$ cat src/rtl/key_entry_ctrl.sv
// Keypad digit-entry sequencer: edge-detects keys and shifts BCD digits
// into an NDIG-digit buffer, locking the value on enter.
package key_entry_pkg;

    typedef enum logic [1:0] {
        ST_IDLE  = 2'd0,
        ST_ENTRY = 2'd1,
        ST_DONE  = 2'd2
    } ke_state_e;

endpackage

module key_entry_ctrl
    import key_entry_pkg::*;
#(
    parameter int NDIG = 4
) (
    input  logic              clk,
    input  logic              rst_n,
    input  logic [9:0]        keys,
    input  logic              key_clr,
    input  logic              key_ent,
    output logic [4*NDIG-1:0] digits,
    output logic [3:0]        digit_cnt,
    output logic              value_valid,
    output logic              locked,
    output logic              err
);

    localparam int         DW      = 4 * NDIG;
    localparam logic [3:0] CNT_MAX = 4'(NDIG);

    ke_state_e   state_q, state_d;

    logic [9:0]  keys_q, keys_d;
    logic        clr_q, clr_d;
    logic        ent_q, ent_d;

    logic [DW-1:0] digits_q, digits_d;
    logic [3:0]    cnt_q, cnt_d;
    logic          valid_q, valid_d;
    logic          locked_q, locked_d;
    logic          err_q, err_d;

    logic [9:0]  rise;
    logic [3:0]  n_rise;
    logic [3:0]  dig_idx;
    logic        dig_ev;
    logic        multi_ev;
    logic        clr_ev;
    logic        ent_ev;

    logic        do_clr;
    logic        do_ent;
    logic        do_dig;
    logic        do_multi;
    logic        full;

    // Key history simply follows the level inputs every cycle
    always_comb begin
        keys_d = keys;
        clr_d  = key_clr;
        ent_d  = key_ent;
    end

    // Rising-edge detection and one-hot / multi-key classification
    always_comb begin
        rise    = keys & ~keys_q;
        n_rise  = '0;
        dig_idx = '0;
        for (int i = 0; i < 10; i++) begin
            if (rise[i]) begin
                n_rise  = n_rise + 4'd1;
                dig_idx = 4'(i);
            end
        end
        dig_ev   = (n_rise == 4'd1);
        multi_ev = (n_rise > 4'd1);
        clr_ev   = key_clr & ~clr_q;
        ent_ev   = key_ent & ~ent_q;
    end

    // Priority resolution: clear beats enter beats digit/multi
    always_comb begin
        do_clr   = clr_ev;
        do_ent   = ent_ev & ~clr_ev;
        do_dig   = dig_ev & ~clr_ev & ~ent_ev;
        do_multi = multi_ev & ~clr_ev & ~ent_ev;
        full     = (cnt_q == CNT_MAX);
    end

    // State register
    always_ff @(posedge clk or negedge rst_n) begin
        if (!rst_n) begin
            state_q <= ST_IDLE;
        end else begin
            state_q <= state_d;
        end
    end

    // Next-state logic
    always_comb begin
        state_d = state_q;
        unique case (state_q)
            ST_IDLE: begin
                if (do_dig) begin
                    state_d = ST_ENTRY;
                end
            end
            ST_ENTRY: begin
                unique case (1'b1)
                    do_clr:  state_d = ST_IDLE;
                    do_ent:  state_d = ST_DONE;
                    default: state_d = ST_ENTRY;
                endcase
            end
            ST_DONE: begin
                unique case (1'b1)
                    do_clr:  state_d = ST_IDLE;
                    do_dig:  state_d = ST_ENTRY;
                    default: state_d = ST_DONE;
                endcase
            end
            default: state_d = ST_IDLE;
        endcase
    end

    // Next values of the registered outputs
    always_comb begin
        digits_d = digits_q;
        cnt_d    = cnt_q;
        valid_d  = 1'b0;
        err_d    = 1'b0;
        locked_d = (state_d == ST_DONE);
        unique case (1'b1)
            do_clr: begin
                digits_d = '0;
                cnt_d    = '0;
            end
            do_ent: begin
                valid_d = (state_q == ST_ENTRY);
            end
            do_dig: begin
                if (state_q != ST_ENTRY) begin
                    digits_d = DW'(dig_idx);
                    cnt_d    = 4'd1;
                end else if (!full) begin
                    digits_d = (digits_q << 4) | DW'(dig_idx);
                    cnt_d    = cnt_q + 4'd1;
                end else begin
                    err_d = 1'b1;
                end
            end
            do_multi: begin
                err_d = 1'b1;
            end
            default: begin
                err_d = 1'b0;
            end
        endcase
    end

    // Key history and output registers
    always_ff @(posedge clk or negedge rst_n) begin
        if (!rst_n) begin
            keys_q   <= '0;
            clr_q    <= 1'b0;
            ent_q    <= 1'b0;
            digits_q <= '0;
            cnt_q    <= '0;
            valid_q  <= 1'b0;
            locked_q <= 1'b0;
            err_q    <= 1'b0;
        end else begin
            keys_q   <= keys_d;
            clr_q    <= clr_d;
            ent_q    <= ent_d;
            digits_q <= digits_d;
            cnt_q    <= cnt_d;
            valid_q  <= valid_d;
            locked_q <= locked_d;
            err_q    <= err_d;
        end
    end

    assign digits      = digits_q;
    assign digit_cnt   = cnt_q;
    assign value_valid = valid_q;
    assign locked      = locked_q;
    assign err         = err_q;

endmodule

$ cat config.mk
export PLATFORM = sky130hd
export DESIGN_NAME = key_entry_ctrl
export DESIGN_NICKNAME = d
export VERILOG_FILES = /design/src/rtl/key_entry_ctrl.sv
export SDC_FILE = /design/constraint.sdc
export NUM_CORES = 1
export LEC_CHECK = 0
export ABC_CLOCK_PERIOD_IN_PS = 7700
export BUFFER_PORTS_ARGS = -buffer_cell sky130_fd_sc_hd__buf_2
export CAP_MARGIN = 20
export CORE_MARGIN = 1.5
export CORE_UTILIZATION = 40
export DETAILED_ROUTE_END_ITERATION = 6
export PLACE_DENSITY = 0.61
export SLEW_MARGIN = 40
export SYNTH_ARGS = -nofsm -noshare
export SYNTH_HDL_FRONTEND = slang
export SYNTH_SLANG_ARGS = --single-unit
$ cat constraint.sdc
create_clock -name clk -period 7.7 [get_ports clk]
set_input_delay 1.54 -clock clk [delete_from_list [all_inputs] [get_ports clk]]
set_output_delay 1.54 -clock clk [all_outputs]
set_load 0.05 [all_outputs]
-- Yosys cells after proc, flatten, opt, wreduce, memory -nomap -nowiden
Cells that the tools add are included.
W data, S select, Z words.
- bits in registers: 37
- input bits: 14
- output and inout bits: 23
- add/sub/neg operators: 10
- order comparisons: 1
- equal/unequal tests: 7
- multiplexer cells: 33
- bitwise gates (word level): 14
- reduce and logical (&&, ||, !) cells: 3
- operators by type and width (operator ; number):
    $mux W4 ; 19
    $add A4 B1 Y4 const B ; 10
    $mux W16 ; 2
    $pmux W16 S2 ; 1
    $or A16 B4 Y16 ; 1
    $and A10 B10 Y10 ; 1
    $not A10 Y10 ; 1
    $pmux W2 S2 ; 2
    $pmux W4 S2 ; 1
    $and A1 B1 Y1 ; 7
    $pmux W2 S3 ; 1
    $mux W1 ; 5
    $eq A2 B2 Y1 const B ; 2
    $eq A4 B1 Y1 const B ; 1
    $eq A4 B3 Y1 const B ; 1
    $gt A4 B1 Y1 const B ; 1
    $not A1 Y1 ; 4
    $ne A3 B2 Y1 const B ; 1
    $eq A2 B1 Y1 const B ; 1
    $logic_not A2 Y1 ; 1
    $mux W2 ; 1
    $ne A2 B1 Y1 const B ; 1
    $pmux W1 S2 ; 1
    $reduce_and A2 Y1 ; 1
    $reduce_bool A2 Y1 ; 1

-- Longest topological paths before layout
- word-level depth: 27
- mapped depth: 34
- depth with buffers taken out: 32

-- Least setup slack after synthesis
No wires, ideal clock.
- kind: input -> register
- start point: input port keys[0]
- end point: register digits_q[2], in the netlist digits[2]
- arrival: 6776 ps
- path slack: 845 ps
- stages on the path: 30
- buffers on the path: 0
- cells stage by stage: nor2b_1 ha_1 xnor2_1 ha_1 nand2_1 nand2_1 ha_1 nor2_1 a31oi_1 ha_1 a22o_1 or2_2 ha_1 nor2_1 nor2_1 ha_1 nand2_1 o31ai_1 ha_1 a21oi_1 o21ai_1 ha_1 inv_1 nor2_1 xor2_1 xnor2_1 o21a_1 nand3_4 or3_1 a21oi_1
- cells in the longest elaborated chain, start to end: 25
- elaborated cells between the ends (all ways): 27
- classes of those cells: 9 x add/sub; 2 x eq/ne; 11 x mux; 3 x bitwise; 2 x reduce/logical
- ends and longest elaborated chain (what ; RTL line ; RTL):
    start: declaration ; 20 ; input logic [9:0] keys,
    $and A10 B10 Y10 (*) ; 68 ; rise = keys & ~keys_q;
    $mux W1 (*) ; 72 ; if (rise[i]) begin
    $add A4 B1 Y4 ; 73 ; n_rise = n_rise + 4'd1;
    $mux W4 (*) ; 72 ;
    $add A4 B1 Y4 ; 73 ;
    $mux W4 (*) ; 72 ;
    $add A4 B1 Y4 ; 73 ;
    $mux W4 (*) ; 72 ;
    [... 8 more ...] ; n/a ;
    $add A4 B1 Y4 ; 73 ;
    $mux W4 (*) ; 72 ;
    $add A4 B1 Y4 ; 73 ;
    $mux W4 (*) ; 72 ;
    $eq A4 B1 Y1 (*) ; 77 ; dig_ev = (n_rise == 4'd1);
    $and A1 B1 Y1 (*) (2 in a row) ; 87 ; do_dig = dig_ev & ~clr_ev & ~ent_ev;
    $ne A3 B2 Y1 (no source line) or $reduce_bool A2 Y1 (tied branches) ; n/a ;
    $reduce_and A2 Y1 (no source line) ; n/a ;
    end signal: assignment ; 178 ; digits_q <= digits_d;
    end: declaration ; 39 ; logic [DW-1:0] digits_q, digits_d;
Every way passes the cells marked *; elsewhere a longest branch is shown, timed or not.
A chain may end at the register's enable or synchronous reset.

-- Final worst setup path
- start point: input port keys[1]
- end point: register cnt_q[3], in the netlist digit_cnt[3]
- cells in the longest elaborated chain, start to end: 23
- elaborated cells between the ends (all ways): 25
- classes of those cells: 8 x add/sub; 2 x eq/ne; 10 x mux; 3 x bitwise; 2 x reduce/logical
- ends and longest elaborated chain (what ; RTL line ; RTL):
    $and A10 B10 Y10 (*) ; 68 ;
    $mux W4 (*) ; 72 ;
    $add A4 B1 Y4 ; 73 ;
    $mux W4 (*) ; 72 ;
    $add A4 B1 Y4 ; 73 ;
    $mux W4 (*) ; 72 ;
    $add A4 B1 Y4 ; 73 ;
    $mux W4 (*) ; 72 ;
    [... 6 more ...] ; n/a ;
    $add A4 B1 Y4 ; 73 ;
    $mux W4 (*) ; 72 ;
    $add A4 B1 Y4 ; 73 ;
    $mux W4 (*) ; 72 ;
    $eq A4 B1 Y1 (*) ; 77 ;
    $and A1 B1 Y1 (*) (2 in a row) ; 87 ;
    $ne A3 B2 Y1 (no source line) or $reduce_bool A2 Y1 (tied branches) ; n/a ;
    $reduce_and A2 Y1 (no source line) ; n/a ;
    end signal: assignment ; 179 ; cnt_q <= cnt_d;
    end: declaration ; 40 ; logic [3:0] cnt_q, cnt_d;
Marks and branches as above.

==> flow_summary.toml <==
[run_status]
status = "finished, final reports clean"

[worst_setup_path]
critical-path-top-delay-family = "adder cells"
critPathMostFrequentCell = "sky130_fd_sc_hd__ha_1"
timing.critical_path.arrival_ns = 7.37
crit_required_ns = 7.88
timing_worst_setup_path_type = "input pin to register"
worst-path-max-fanout = 22
worst_setup_path_startpoint = "keys[1]"
slowest_delay_ns = 0.31
setup.worst_path.end_class = "register"
setup.reg_to_reg.worst_slack_ns = 1.49
cp_num_buf_inv = 3
worst_r2r_path_depth = 31
critPathSlowestCell = "sky130_fd_sc_hd__ha_1"
worst_reg2reg_path_startpoint = "keys_q[1]"
crit_end = "digit_cnt[3]"
crit-reg2reg-capture = "digit_cnt[3]"
critPathLaunchType = "input pin"
number_of_cells_on_the_critical_path = 32

[drt]
routed_wl_um = 4320
drt-wirelength-per-cell_um = 12.3
drtIter0Drc = 63
drt_pre_antenna_iters = 4
drt_drc_violations_left = 0
drtAntennaViolNets = 0
num_vias = 1712
viasPerCell = 4.88

[sta]
fin_crit_ns = 7.19
finalHoldViolations = 0
worstMarginPinSlew_ns = 0.629
rsz0062_at_grt = "no"
fmax_mhz = 139
fin_crit_sh_pct = 93.4
report.final.slew_viol_count = 0
finalClockSkew_ns = 0.00969
setup-violations-final = 0
tns_ns = 0
max_slew_margin_pct = 58.0

[cells_and_area]
syn_to_final_growth_pct = 16.2
design_area_um2 = 2680
area_of_the_multi_input_gates_um2 = 1300
fillCellCount = 550
final-seq-area_um2 = 926
fin_nets = 303
share_of_final_layout_standard_cells_stronger_than_drive_strength_1_pct = 21.9
diodes = 0

[global_route]
grt_overflow_total = 0
grt_antenna_before_repair = 0
grt_start_max_net_pins = 38
grt_first_pass_wirelength_um = 7540
overall_global_routing_usage_pct = 15.3
grt_pass1_vias = 1620

[cts]
tritoncts = "built"
clockBufferDepth = 2
clkSinkCount = 37
cts-buffers-inserted = 5
cts_setup_buffers = 0
clk_latency_ns = 0.29
root_buffer = "sky130_fd_sc_hd__clkbuf_8"
post_cts_hold_buffer_count = 0
clkSlewWorstSetupHoldPaths_ns = 0.08
clock_tree.htree_level_count = 2
cts.repair.resized = 0

[floorplanning]
die_height_um = 78.9
io-pin-count = 37
die-area_um2 = 6230
placeableCoreArea_um2 = 5540
start_util_pct = 41.6
fp-row-count = 27
fp.dieW_um = 78.9

[power_and_ir_drop]
p_leak_nw = 1.27
power-per-cell-area_nw_per_um2 = 251
vdd_ir_drop_max_uv = 129

[synthesis]
dominantRegCellSynth = "sky130_fd_sc_hd__dfrtp_1"
synth_seq_cells = 37
synthArstFlopShare_pct = 100
yosysWarnings = 0
syn_nets = 267
synth.yosys.seq_area_share_pct = 40.1
syn_avg_cell_area_um2 = 9.53
netlist_area_um2 = 2310
ys_types = 47
synth_enable_flop_cells = 0
synth_cells = 242

[place]
gpl_congestion = 0.762
port_buffers = 36
dpl-instance-area_um2 = 2560
hpwl_um = 3230

[job]
cap_violations = 0

[hold_path]
timing.hold.worst.class = "register to register"
## tightest hold or removal path, delay by kind of cell, from the launching register on
kind,cells,cell delay (ns)
flops,1,0.35
compound gates,1,0.06
simple gates,1,0.05
## layout make-up
cell class / count / area share [%]
multi-input combinational: 188 / 48.5
inverter: 7 / 0.980
timing repair buffer: 39 / 8.12
sequential: 37 / 34.5
tap: 72 / 3.36
clock buffer: 6 / 3.08
clock inverter: 2 / 1.40
## worst min path at each step
stage,from,endpoint,slack [ns],cells past startpoint
floorplan,ent_q,value_valid,0.52,3
global placement,digits[13],digits[13],0.46,2
detailed placement,digits[15],digits[15],0.48,2
CTS,digits[15],digits[15],0.49,2
global route,digits[14],digits[14],0.51,2
finish,digits[13],digits[13],0.49,2
## metrics by stage
stage	hold slack, ns	worst slack (ns)	util, %	std cells	power, mW
6_report	0.487	0.511	48.4	351	0.674
4_1_cts	0.495	0.475	48.4	351	0.684
3_5_place_dp	0.477	0.182	46.2	343	0.500
2_1_floorplan	0.519	0.845	-	242	0.443
5_1_grt	0.509	0.0493	48.4	351	0.721
3_3_place_gp	0.465	0.292	46.2	343	0.496
## cells by family (layout without fill, tap and decap cells)
kind of cell    after synthesis  after routing  synth area share, %
mux                           2              2                0.868
compound gates               48             48                 13.4
flops                        37             37                 40.1
buf+inv                      17             54                 3.53
simple gates                106            106                 23.7
fa+ha+maj                    11             11                 5.97
xor+xnor                     21             21                 12.4
## synth_stat cells, types with 3 or more instances
cell,number,area (um2)
sky130_fd_sc_hd__nand2_1,42,158
sky130_fd_sc_hd__dfrtp_1,37,926
sky130_fd_sc_hd__nor2_1,16,60.1
sky130_fd_sc_hd__o21ai_1,12,60.1
sky130_fd_sc_hd__a21oi_1,11,55.1
sky130_fd_sc_hd__ha_1,11,138
sky130_fd_sc_hd__xnor2_1,11,96.3
sky130_fd_sc_hd__nor2b_1,9,56.3
sky130_fd_sc_hd__nand2b_1,8,50.1
sky130_fd_sc_hd__inv_1,7,26.3
sky130_fd_sc_hd__nand3b_1,7,52.6
sky130_fd_sc_hd__nor3_1,6,30.0
sky130_fd_sc_hd__o21ai_0,6,30.0
sky130_fd_sc_hd__buf_2,5,25.0
sky130_fd_sc_hd__xnor3_2,4,95.1
sky130_fd_sc_hd__clkbuf_1,3,11.3
sky130_fd_sc_hd__or2_2,3,18.8
sky130_fd_sc_hd__or3_1,3,18.8
## state kept, by name, indices dropped and copies added (netlist names)
name and flops:
clr_q 1, digit_cnt 4, err 1, state_q 2, ent_q 1, value_valid 1
digits 16, keys_q 10, locked 1
## layout by cell type (no fill, tap or decap), drive strengths merged, types with 6 or more instances in the layout
master  Yosys  layout
a21oi      11      11
buf         7      39
clkbuf      3       6
dfrtp      37      37
ha         11      11
inv         7       7
nand2      42      42
nand2b      9       9
nand3b      7       7
nor2       16      16
nor2b       9       9
nor3        6       6
o21ai      18      18
xnor2      13      13
xnor3       6       6
## layer usage
metal | global-route usage (%) | share of wire, %
met1 | 21.4 | 52
met2 | 23.9 | 43
met3 | 4.02 | 4.5
met4 | 3.68 | 0.58
met5 | 0 | 0
## report_power, final
part,internal [mW],switching (mW)
sequential,0.216,0.0152
combinational,0.0926,0.168
clock,0.105,0.0762
total,0.414,0.260
Power figures use the tool's default switching activity.
